===== src/rtl/vram_arbiter_if.sv =====
// Bundle of every requester and RAM-side signal of the video RAM arbiter.
//   master : the environment (VGA fetch, CPU bus, DMA engine and the RAM macro)
//   slave  : the arbiter itself
// Requester ports: *_req/*_we/*_addr/*_wdata toward the arbiter, *_ack/*_rdata back.
// RAM ports: mem_en/mem_we/mem_addr/mem_wdata toward the RAM, mem_rdata back.
interface vram_arbiter_if #(
  parameter int AW = 13,
  parameter int DW = 8
);
  logic          vid_req;
  logic [AW-1:0] vid_addr;
  logic          vid_ack;
  logic [DW-1:0] vid_rdata;

  logic          cpu_req;
  logic          cpu_we;
  logic [AW-1:0] cpu_addr;
  logic [DW-1:0] cpu_wdata;
  logic          cpu_ack;
  logic [DW-1:0] cpu_rdata;

  logic          dma_req;
  logic          dma_we;
  logic [AW-1:0] dma_addr;
  logic [DW-1:0] dma_wdata;
  logic          dma_ack;
  logic [DW-1:0] dma_rdata;

  logic          mem_en;
  logic          mem_we;
  logic [AW-1:0] mem_addr;
  logic [DW-1:0] mem_wdata;
  logic [DW-1:0] mem_rdata;

  modport master (
    output vid_req, vid_addr, cpu_req, cpu_we, cpu_addr, cpu_wdata,
           dma_req, dma_we, dma_addr, dma_wdata, mem_rdata,
    input  vid_ack, vid_rdata, cpu_ack, cpu_rdata, dma_ack, dma_rdata,
           mem_en, mem_we, mem_addr, mem_wdata
  );

  modport slave (
    input  vid_req, vid_addr, cpu_req, cpu_we, cpu_addr, cpu_wdata,
           dma_req, dma_we, dma_addr, dma_wdata, mem_rdata,
    output vid_ack, vid_rdata, cpu_ack, cpu_rdata, dma_ack, dma_rdata,
           mem_en, mem_we, mem_addr, mem_wdata
  );
endinterface


===== src/rtl/vram_arbiter.sv =====
// Shares one single-port synchronous video RAM (1-cycle read latency) between
// video fetch, CPU and DMA. Video has strict priority; CPU and DMA alternate
// round-robin. One access may be issued per cycle, at most one outstanding per
// requester; each access is acked exactly two cycles after its grant.
// Ports: clk, rst_n (async, active low), bus (vram_arbiter_if.slave) carrying
// the three requester handshakes and the RAM strobe/address/data signals.
module vram_arbiter #(
  parameter int AW = 13,
  parameter int DW = 8
) (
  input logic           clk,
  input logic           rst_n,
  vram_arbiter_if.slave bus
);

  typedef enum logic [1:0] {
    OWN_NONE = 2'd0,
    OWN_VID  = 2'd1,
    OWN_CPU  = 2'd2,
    OWN_DMA  = 2'd3
  } owner_t;

  // bit 0 video, bit 1 cpu, bit 2 dma
  function automatic logic [2:0] owner_mask(input owner_t o);
    case (o)
      OWN_VID: owner_mask = 3'b001;
      OWN_CPU: owner_mask = 3'b010;
      OWN_DMA: owner_mask = 3'b100;
      default: owner_mask = 3'b000;
    endcase
  endfunction

  logic [2:0]    busy_r;       // outstanding access per requester
  logic          rr_dma_r;     // 1 = DMA wins the next CPU/DMA tie
  owner_t        own1_r;       // owner of the access presented to the RAM
  owner_t        own2_r;       // owner of the access whose data is on mem_rdata
  logic          we2_r;

  logic          mem_en_r;
  logic          mem_we_r;
  logic [AW-1:0] mem_addr_r;
  logic [DW-1:0] mem_wdata_r;

  logic          vid_ack_r, cpu_ack_r, dma_ack_r;
  logic [DW-1:0] vid_rdata_r, cpu_rdata_r, dma_rdata_r;

  logic [2:0]    elig_s;
  owner_t        grant_s;
  logic          rr_dma_s;
  logic          sel_we_s;
  logic [AW-1:0] sel_addr_s;
  logic [DW-1:0] sel_wdata_s;

  // Arbitration: video first, then CPU/DMA by round-robin pointer
  always_comb begin
    elig_s   = {bus.dma_req & ~busy_r[2], bus.cpu_req & ~busy_r[1], bus.vid_req & ~busy_r[0]};
    grant_s  = OWN_NONE;
    rr_dma_s = rr_dma_r;
    if (elig_s[0]) begin
      grant_s = OWN_VID;
    end else if (elig_s[1] && (!elig_s[2] || !rr_dma_r)) begin
      grant_s  = OWN_CPU;
      rr_dma_s = 1'b1;
    end else if (elig_s[2]) begin
      grant_s  = OWN_DMA;
      rr_dma_s = 1'b0;
    end else begin
      grant_s = OWN_NONE;
    end
  end

  // Request mux: the winner's access fields; video never writes and keeps wdata
  always_comb begin
    sel_we_s    = mem_we_r;
    sel_addr_s  = mem_addr_r;
    sel_wdata_s = mem_wdata_r;
    case (grant_s)
      OWN_VID: begin
        sel_we_s   = 1'b0;
        sel_addr_s = bus.vid_addr;
      end
      OWN_CPU: begin
        sel_we_s    = bus.cpu_we;
        sel_addr_s  = bus.cpu_addr;
        sel_wdata_s = bus.cpu_wdata;
      end
      OWN_DMA: begin
        sel_we_s    = bus.dma_we;
        sel_addr_s  = bus.dma_addr;
        sel_wdata_s = bus.dma_wdata;
      end
      default: begin
        sel_we_s    = mem_we_r;
        sel_addr_s  = mem_addr_r;
        sel_wdata_s = mem_wdata_r;
      end
    endcase
  end

  // Issue stage and owner pipeline tracking the RAM latency
  always_ff @(posedge clk or negedge rst_n) begin
    if (!rst_n) begin
      mem_en_r    <= 1'b0;
      mem_we_r    <= 1'b0;
      mem_addr_r  <= '0;
      mem_wdata_r <= '0;
      own1_r      <= OWN_NONE;
      own2_r      <= OWN_NONE;
      we2_r       <= 1'b0;
    end else begin
      mem_en_r <= (grant_s != OWN_NONE);
      if (grant_s != OWN_NONE) begin
        mem_we_r    <= sel_we_s;
        mem_addr_r  <= sel_addr_s;
        mem_wdata_r <= sel_wdata_s;
      end else begin
        mem_we_r    <= mem_we_r;
        mem_addr_r  <= mem_addr_r;
        mem_wdata_r <= mem_wdata_r;
      end
      own1_r <= grant_s;
      own2_r <= own1_r;
      we2_r  <= mem_we_r;
    end
  end

  // Completion stage: ack pulse, read data capture, outstanding and RR bookkeeping
  always_ff @(posedge clk or negedge rst_n) begin
    if (!rst_n) begin
      vid_ack_r   <= 1'b0;
      cpu_ack_r   <= 1'b0;
      dma_ack_r   <= 1'b0;
      vid_rdata_r <= '0;
      cpu_rdata_r <= '0;
      dma_rdata_r <= '0;
      busy_r      <= 3'b000;
      rr_dma_r    <= 1'b0;
    end else begin
      vid_ack_r <= (own2_r == OWN_VID);
      cpu_ack_r <= (own2_r == OWN_CPU);
      dma_ack_r <= (own2_r == OWN_DMA);
      if ((own2_r == OWN_VID) && !we2_r) vid_rdata_r <= bus.mem_rdata;
      else                               vid_rdata_r <= vid_rdata_r;
      if ((own2_r == OWN_CPU) && !we2_r) cpu_rdata_r <= bus.mem_rdata;
      else                               cpu_rdata_r <= cpu_rdata_r;
      if ((own2_r == OWN_DMA) && !we2_r) dma_rdata_r <= bus.mem_rdata;
      else                               dma_rdata_r <= dma_rdata_r;
      // Eligibility above used the pre-clear flags, so a requester is never
      // regranted on the edge of its own ack.
      busy_r   <= (busy_r & ~owner_mask(own2_r)) | owner_mask(grant_s);
      rr_dma_r <= rr_dma_s;
    end
  end

  assign bus.mem_en    = mem_en_r;
  assign bus.mem_we    = mem_we_r;
  assign bus.mem_addr  = mem_addr_r;
  assign bus.mem_wdata = mem_wdata_r;
  assign bus.vid_ack   = vid_ack_r;
  assign bus.cpu_ack   = cpu_ack_r;
  assign bus.dma_ack   = dma_ack_r;
  assign bus.vid_rdata = vid_rdata_r;
  assign bus.cpu_rdata = cpu_rdata_r;
  assign bus.dma_rdata = dma_rdata_r;

endmodule


===== src/flat_wrapper.sv =====
// flat-port wrapper written by rule: the top's interface ports become plain ports
module vram_arbiter_flat 
#(
  parameter int AW = 13,
  parameter int DW = 8
)
  (clk, rst_n, bus_vid_req, bus_vid_addr, bus_cpu_req, bus_cpu_we, bus_cpu_addr, bus_cpu_wdata, bus_dma_req, bus_dma_we, bus_dma_addr, bus_dma_wdata, bus_mem_rdata, bus_vid_ack, bus_vid_rdata, bus_cpu_ack, bus_cpu_rdata, bus_dma_ack, bus_dma_rdata, bus_mem_en, bus_mem_we, bus_mem_addr, bus_mem_wdata);
  vram_arbiter_if #(.AW(AW), .DW(DW)) bus_i ();
  input logic clk;
  input logic rst_n;
  input wire logic [$bits(bus_i.vid_req)-1:0] bus_vid_req;
  input wire logic [$bits(bus_i.vid_addr)-1:0] bus_vid_addr;
  input wire logic [$bits(bus_i.cpu_req)-1:0] bus_cpu_req;
  input wire logic [$bits(bus_i.cpu_we)-1:0] bus_cpu_we;
  input wire logic [$bits(bus_i.cpu_addr)-1:0] bus_cpu_addr;
  input wire logic [$bits(bus_i.cpu_wdata)-1:0] bus_cpu_wdata;
  input wire logic [$bits(bus_i.dma_req)-1:0] bus_dma_req;
  input wire logic [$bits(bus_i.dma_we)-1:0] bus_dma_we;
  input wire logic [$bits(bus_i.dma_addr)-1:0] bus_dma_addr;
  input wire logic [$bits(bus_i.dma_wdata)-1:0] bus_dma_wdata;
  input wire logic [$bits(bus_i.mem_rdata)-1:0] bus_mem_rdata;
  output wire logic [$bits(bus_i.vid_ack)-1:0] bus_vid_ack;
  output wire logic [$bits(bus_i.vid_rdata)-1:0] bus_vid_rdata;
  output wire logic [$bits(bus_i.cpu_ack)-1:0] bus_cpu_ack;
  output wire logic [$bits(bus_i.cpu_rdata)-1:0] bus_cpu_rdata;
  output wire logic [$bits(bus_i.dma_ack)-1:0] bus_dma_ack;
  output wire logic [$bits(bus_i.dma_rdata)-1:0] bus_dma_rdata;
  output wire logic [$bits(bus_i.mem_en)-1:0] bus_mem_en;
  output wire logic [$bits(bus_i.mem_we)-1:0] bus_mem_we;
  output wire logic [$bits(bus_i.mem_addr)-1:0] bus_mem_addr;
  output wire logic [$bits(bus_i.mem_wdata)-1:0] bus_mem_wdata;
  assign bus_i.vid_req = bus_vid_req;
  assign bus_i.vid_addr = bus_vid_addr;
  assign bus_i.cpu_req = bus_cpu_req;
  assign bus_i.cpu_we = bus_cpu_we;
  assign bus_i.cpu_addr = bus_cpu_addr;
  assign bus_i.cpu_wdata = bus_cpu_wdata;
  assign bus_i.dma_req = bus_dma_req;
  assign bus_i.dma_we = bus_dma_we;
  assign bus_i.dma_addr = bus_dma_addr;
  assign bus_i.dma_wdata = bus_dma_wdata;
  assign bus_i.mem_rdata = bus_mem_rdata;
  assign bus_vid_ack = bus_i.vid_ack;
  assign bus_vid_rdata = bus_i.vid_rdata;
  assign bus_cpu_ack = bus_i.cpu_ack;
  assign bus_cpu_rdata = bus_i.cpu_rdata;
  assign bus_dma_ack = bus_i.dma_ack;
  assign bus_dma_rdata = bus_i.dma_rdata;
  assign bus_mem_en = bus_i.mem_en;
  assign bus_mem_we = bus_i.mem_we;
  assign bus_mem_addr = bus_i.mem_addr;
  assign bus_mem_wdata = bus_i.mem_wdata;
  vram_arbiter #(.AW(AW), .DW(DW)) u_core (.clk(clk), .rst_n(rst_n), .bus(bus_i));
endmodule

===== config.mk =====
export PLATFORM = sky130hd
export DESIGN_NAME = vram_arbiter_flat
export DESIGN_NICKNAME = d
export VERILOG_FILES = /design/src/rtl/vram_arbiter_if.sv /design/src/rtl/vram_arbiter.sv /design/src/flat_wrapper.sv
export SDC_FILE = /design/constraint.sdc
export NUM_CORES = 1
export LEC_CHECK = 0
export BUFFER_PORTS_ARGS = -buffer_cell sky130_fd_sc_hd__buf_2
export CAP_MARGIN = 30
export CORE_ASPECT_RATIO = 1.5
export CORE_MARGIN = 2
export CORE_UTILIZATION = 45
export DETAILED_ROUTE_END_ITERATION = 8
export HOLD_SLACK_MARGIN = 0.03
export PLACE_DENSITY = 0.79
export SETUP_SLACK_MARGIN = 0.05
export SKIP_CTS_REPAIR_TIMING = 1
export SYNTH_ARGS = -nofsm -noshare
export SYNTH_HDL_FRONTEND = slang
export SYNTH_SLANG_ARGS = --single-unit

===== constraint.sdc =====
create_clock -name clk -period 2.4 [get_ports clk]
set_input_delay 0.48 -clock clk [delete_from_list [all_inputs] [get_ports clk]]
set_output_delay 0.48 -clock clk [all_outputs]
set_load 0.02 [all_outputs]

Word-level counts from Yosys, hierarchy flattened
Index checks and enable logic that the tools add are counted.

storage, ports and cells
  bits of input ports = 70
  output and inout port bits = 50
  register bits after elaboration = 59
  logic and storage cells = 56

cells by class
  eq/ne operators = 6
  muxes and demuxes = 10
  reduce and logical (&&, ||, !) cells = 15
  bitwise gates (word level) = 10

operators by type and width
  kind                count
  $pmux 13 s3         1
  $pmux 3 s3          2
  $pmux 8 s2          1
  $eq 2x2->1 const B  4
  $mux 2              3
  $reduce_and 2->1    3
  $reduce_bool 2->1   3
  $eq 2x1->1 const B  2
  $logic_and 1x1->1   4
  $not 1->1           4
  $and 1x1->1         3
  $and 3x3->3         1
  $logic_not 1->1     3
  $not 3->3           1
  $or 3x3->3          1
  $pmux 1 s3          1
  $reduce_bool 3->1   1
  $mux 1              2
  $logic_or 1x1->1    1

Depth between registers and ports, before layout
  word-level depth = 10
  gate-level depth with buffers = 7
  gate-level depth less buffers = 5

Worst setup path after synthesis
OpenSTA, ideal clock, no wires.

  path type = input to register
  from = input bus_vid_req
  to = register u_core.mem_addr_r[11], in the netlist u_core.bus.mem_addr[11]
  library setup time = 0.137 ns
  slack = 0.979 ns
  buffers on the path = 2
  stages = 6
  data required time = 2.263 ns
  data arrival time = 1.284 ns
  cell sequence = nor2b_1 -> buf_2 -> a211o_1 -> buf_2 -> o22ai_1 -> a21oi_1

between the ends
  cells in the longest elaborated chain, start to end = 5
  elaborated cells on any way between the ends = 9
  classes of those cells = 3 x eq/ne; 2 x mux; 1 x bitwise; 3 x reduce/logical

RTL lines
  what                                             RTL line             source
  start, declared                                  flat_wrapper.sv:11   input wire logic [$bits(bus_i.vid_req)-1:0] bus_vid_req;
  $and 1x1->1 *                                    vram_arbiter.sv:56   elig_s = {bus.dma_req & ~busy_r[2], bus.cpu_req & ~busy_r[1], bus.vid_req & ~busy_r[0]};
  $mux 2 *                                         vram_arbiter.sv:59   if (elig_s[0]) begin
  $eq 2x1->1 / $eq 2x2->1 (equally long branches)  vram_arbiter.sv:77   case (grant_s)
  $reduce_bool 3->1 (no source line)               n/a
  $reduce_and 2->1 (no source line)                n/a
  end signal, assigned                             vram_arbiter.sv:114  mem_addr_r <= sel_addr_s;
  end signal, assigned                             vram_arbiter.sv:118  mem_addr_r <= mem_addr_r;
  end, declared                                    vram_arbiter.sv:41   logic [AW-1:0] mem_addr_r;

Mark *: on every way between the ends. The rest lies on a longest branch, timed or not.
A chain may end at the register's enable or synchronous reset.

Worst setup path in the final report
  from = register u_core.busy_r[0]
  to = register u_core.mem_addr_r[4], in the netlist u_core.bus.mem_addr[4]

between the ends
  cells in the longest elaborated chain, start to end = 6
  elaborated cells on any way between the ends = 10
  classes of those cells = 3 x eq/ne; 2 x mux; 2 x bitwise; 3 x reduce/logical

RTL lines
  what                                             RTL line             source
  start, declared                                  vram_arbiter.sv:33   logic [2:0] busy_r;
  start signal, assigned                           vram_arbiter.sv:150  busy_r <= (busy_r & ~owner_mask(own2_r)) | owner_mask(grant_s);
  $not 1->1 *                                      vram_arbiter.sv:56
  $and 1x1->1 *                                    vram_arbiter.sv:56
  $mux 2 *                                         vram_arbiter.sv:59
  $eq 2x1->1 / $eq 2x2->1 (equally long branches)  vram_arbiter.sv:77
  $reduce_bool 3->1 (no source line)               n/a
  $reduce_and 2->1 (no source line)                n/a

Marks and branches as above.

==> results.yml <==
synthesis:
  mappedNetlistArea_um2: 2410
  yosys.cell_types.count: 29
  ys_top_cells_by_count: "59 x dfrtp_1, 24 x mux2_2, 19 x o22ai_1"
  syn_area_per_cell_um2: 12.5
  post_syn_instances: 193
  ys_ff_latch: 59
  synth_largest_area_cell: "dfrtp_1"
  syn_nets: 263
  ys_async_sr_fraction: 1.00
  synth_top_area_frac: 0.613
  top_flip_flop_cell_by_instance_count_after_synthesis: "dfrtp_1"
  synthMostInstantiatedCell: "dfrtp_1"
  yosys_warnings: 0
  synth_edf_count: 0
  post_synth_main_area_contributors: "dfrtp_1 61%, mux2_2 11%, o22ai_1 4.9%"
  synth-seq-area-share: 0.613
pwr:
  cellLeakagePower_nw: 1.68
  swShare: 0.377
  power.switching_w: 0.00186
  seqPwrFrac: 0.352
  power.density_cell_area_nw_per_um2: 1490
  combinational_share_of_power: 0.417
  pwr-share-clk: 0.231
  p_total_w: 0.00494
  internal_power_w: 0.00308
  vdd_drop_max_uv: 820
floorplanning:
  fp.dieW_um: 63.8
  core_footprint_um2: 5160
  dieHeight_um: 93.6
  die_area_um2: 5970
  floorplan.initialDensity: 0.467
  placementRows: 32
  ports: 120
global_routing:
  wire_length_of_the_first_global_routing_pass_um: 9090
  pin_count_of_the_biggest_net_entering_global_routing: 60
  grt_util_all_layers: 0.201
  grt-ovfl-total: 0
  number_of_global_route_vias_before_repair: 1985
  antenna_found_initial: 0
route:
  wirelength_um: 5670
  drc: 0
  first_pass_iteration_count_of_the_detailed_router: 4
  routed_via_density: 5.10
  ant_nets: 0
  detailroute.via_count: 1980
  route.detailed.wl_per_inst_um: 14.6
  detailedRoute.firstIterationViolations: 113
cts:
  numCtsBuffers: 9
  clock-sinks: 59
  worst_skew_pair.late_latency_ps: 330
  clock_tree_from_tritoncts: "built"
  clk_pin_slew_worst_paths_ps: 70
  cts-root-to-sink-buffers: 2
  clock_tree.htree_level_count: 3
  cts-root-buf: "clkbuf_8"
setup_path:
  worstReg2RegStart: "u_core.busy_r[0]"
  endpoint_kind: "flip-flop"
  rr_endpoint: "u_core.bus.mem_addr[4]"
  r2r_setup_slack_ps: 790
  required_time_at_the_worst_slack_endpoint_ps: 2600
  path_cells: "nand2b_1 -> o211a_1 -> a221oi_1 -> nor3_1"
  critPathArrivalTime_ps: 1810
  rr_worst_depth: 4
  setup.worst_path.start_class: "flip-flop"
  worst-setup-path-type: "reg2reg"
  cp_max_fo: 12
  worst_path_max_delay_cell: "dfrtp_1"
  critical_path.max_stage_delay_ps: 390
sta:
  maxSlewHeadroom: 0.619
  setup_viol: 0
  setup_tns_ps: 0
  rsz0062_at_grt: "false"
  finalMaxSlewViolations: 0
  period_share: 0.669
  tightestPinTransition_ps: 569
  report.final.hold_viol_count: 0
  clock-skew-final_ps: 6.75
  clock.fmax_ghz: 0.623
  timing.final.crit_period_ps: 1610
place:
  gp_congestion: 0.761
  dpl_wire_length_um: 4100
  buffer_ports.inserted: 119
layout:
  share_of_cells_above_drive_strength_1: 0.525
  num_antenna_cells: 0
  multiInputGateArea_um2: 848
  area_growth_pct: 37.4
  final.fill_count: 403
  seq_cell_area_um2: 1480
  design.final.nets: 385
status:
  status: "finished, final reports clean"
run:
  cap_viol_max_count: 0
worst_hold_path:
  hold_path_class: "in2async"
==> placed cells by master (no fill, tap or decap), types with 2 or more instances in the layout <==
| cell type | netlist | layout |
|---|---|---|
| buf_2 | 5 | 119 |
| a32oi_1 | 3 | 3 |
| mux2_2 | 24 | 24 |
| clkbuf_8 | 0 | 12 |
| o22ai_1 | 19 | 19 |
| nand2b_1 | 5 | 5 |
| nor2_2 | 2 | 2 |
| a221oi_1 | 4 | 4 |
| bufinv_16 | 0 | 3 |
| nor2_1 | 10 | 10 |
| nor3_1 | 8 | 8 |
| dfrtp_1 | 59 | 59 |
| mux2i_1 | 6 | 6 |
| nand2_1 | 12 | 12 |
| inv_1 | 4 | 4 |
| a21oi_1 | 15 | 15 |
==> stage by stage <==
step | setup WS (ps) | instances | cell area [um2] | utilization | hold WS, ps
after floorplan | 979 | 193 | 2410 | - | 184
after global placement | 700 | 372 | 3050 | 0.591 | 333
after detailed placement | 650 | 372 | 3050 | 0.591 | 336
after CTS | 787 | 388 | 3310 | 0.641 | 149
after global routing | 603 | 388 | 3310 | 0.641 | 167
final | 794 | 388 | 3310 | 0.641 | 145
==> cell type report <==
class	instances	share of cell area
clock buffer	12	0.0499
clock inverter	4	0.0287
inverter	5	0.00567
multi-input combinational	119	0.256
sequential	59	0.446
tap	68	0.0257
timing repair buffer	121	0.188
==> per-layer routing <==
metal  vias to the layer above  track usage  routed length (um)  part of all wire
li1                        941            -                   -                 -
met1                       926        0.234                2290              0.40
met2                       102        0.349                2920              0.52
met3                        11       0.0529                 377             0.066
met4                         0       0.0815                  80             0.014
met5                         -            0                   0                 0
==> state kept, by name, indices dropped and copies added, names as in the netlist <==
signal                cells
u_core.own1_r             2
u_core.bus.mem_we         1
u_core.bus.mem_addr      13
u_core.bus.mem_wdata      8
u_core.we2_r              1
u_core.bus.vid_ack        1
u_core.bus.cpu_rdata      8
u_core.bus.cpu_ack        1
u_core.busy_r             3
u_core.own2_r             2
u_core.bus.dma_ack        1
u_core.bus.vid_rdata      8
u_core.bus.dma_rdata      8
u_core.bus.mem_en         1
u_core.rr_dma_r           1
==> worst max-delay path: cells and delay by family (launching register included) <==
kind            cells  cell delay, ps
simple gates        2             460
compound gates      2             630
flops               1             390
==> power groups by stage <==
stage | Combinational, W | Sequential [W] | Clock (W)
4_1_cts | 0.00209 | 0.00174 | 0.00117
2_1_floorplan | 0.000894 | 0.00226 | 0
3_5_place_dp | 0.00208 | 0.00175 | 0
3_3_place_gp | 0.00202 | 0.00174 | 0
5_1_grt | 0.00223 | 0.00179 | 0.00122
6_report | 0.00206 | 0.00174 | 0.00114
==> cell families after synthesis <==
logic type / synth area share
multiplexers: 0.137
AND/OR/NAND/NOR: 0.0857
flip-flops: 0.613
AO/OA/AOI/OAI: 0.129
buffers and inverters: 0.0353
==> worst max path at each step <==
stage | endpoint | start | depth (start not counted)
floorplan | u_core.bus.mem_addr[11] | bus_vid_req | 6
global placement | u_core.bus.mem_addr[4] | bus_vid_req | 5
detailed placement | u_core.bus.mem_addr[12] | bus_vid_req | 5
CTS | u_core.bus.mem_addr[4] | u_core.busy_r[0] | 4
global route | u_core.bus.mem_addr[4] | u_core.busy_r[0] | 4
finish | u_core.bus.mem_addr[4] | u_core.busy_r[0] | 4
Note: power is estimated with default switching activity, not from simulation.
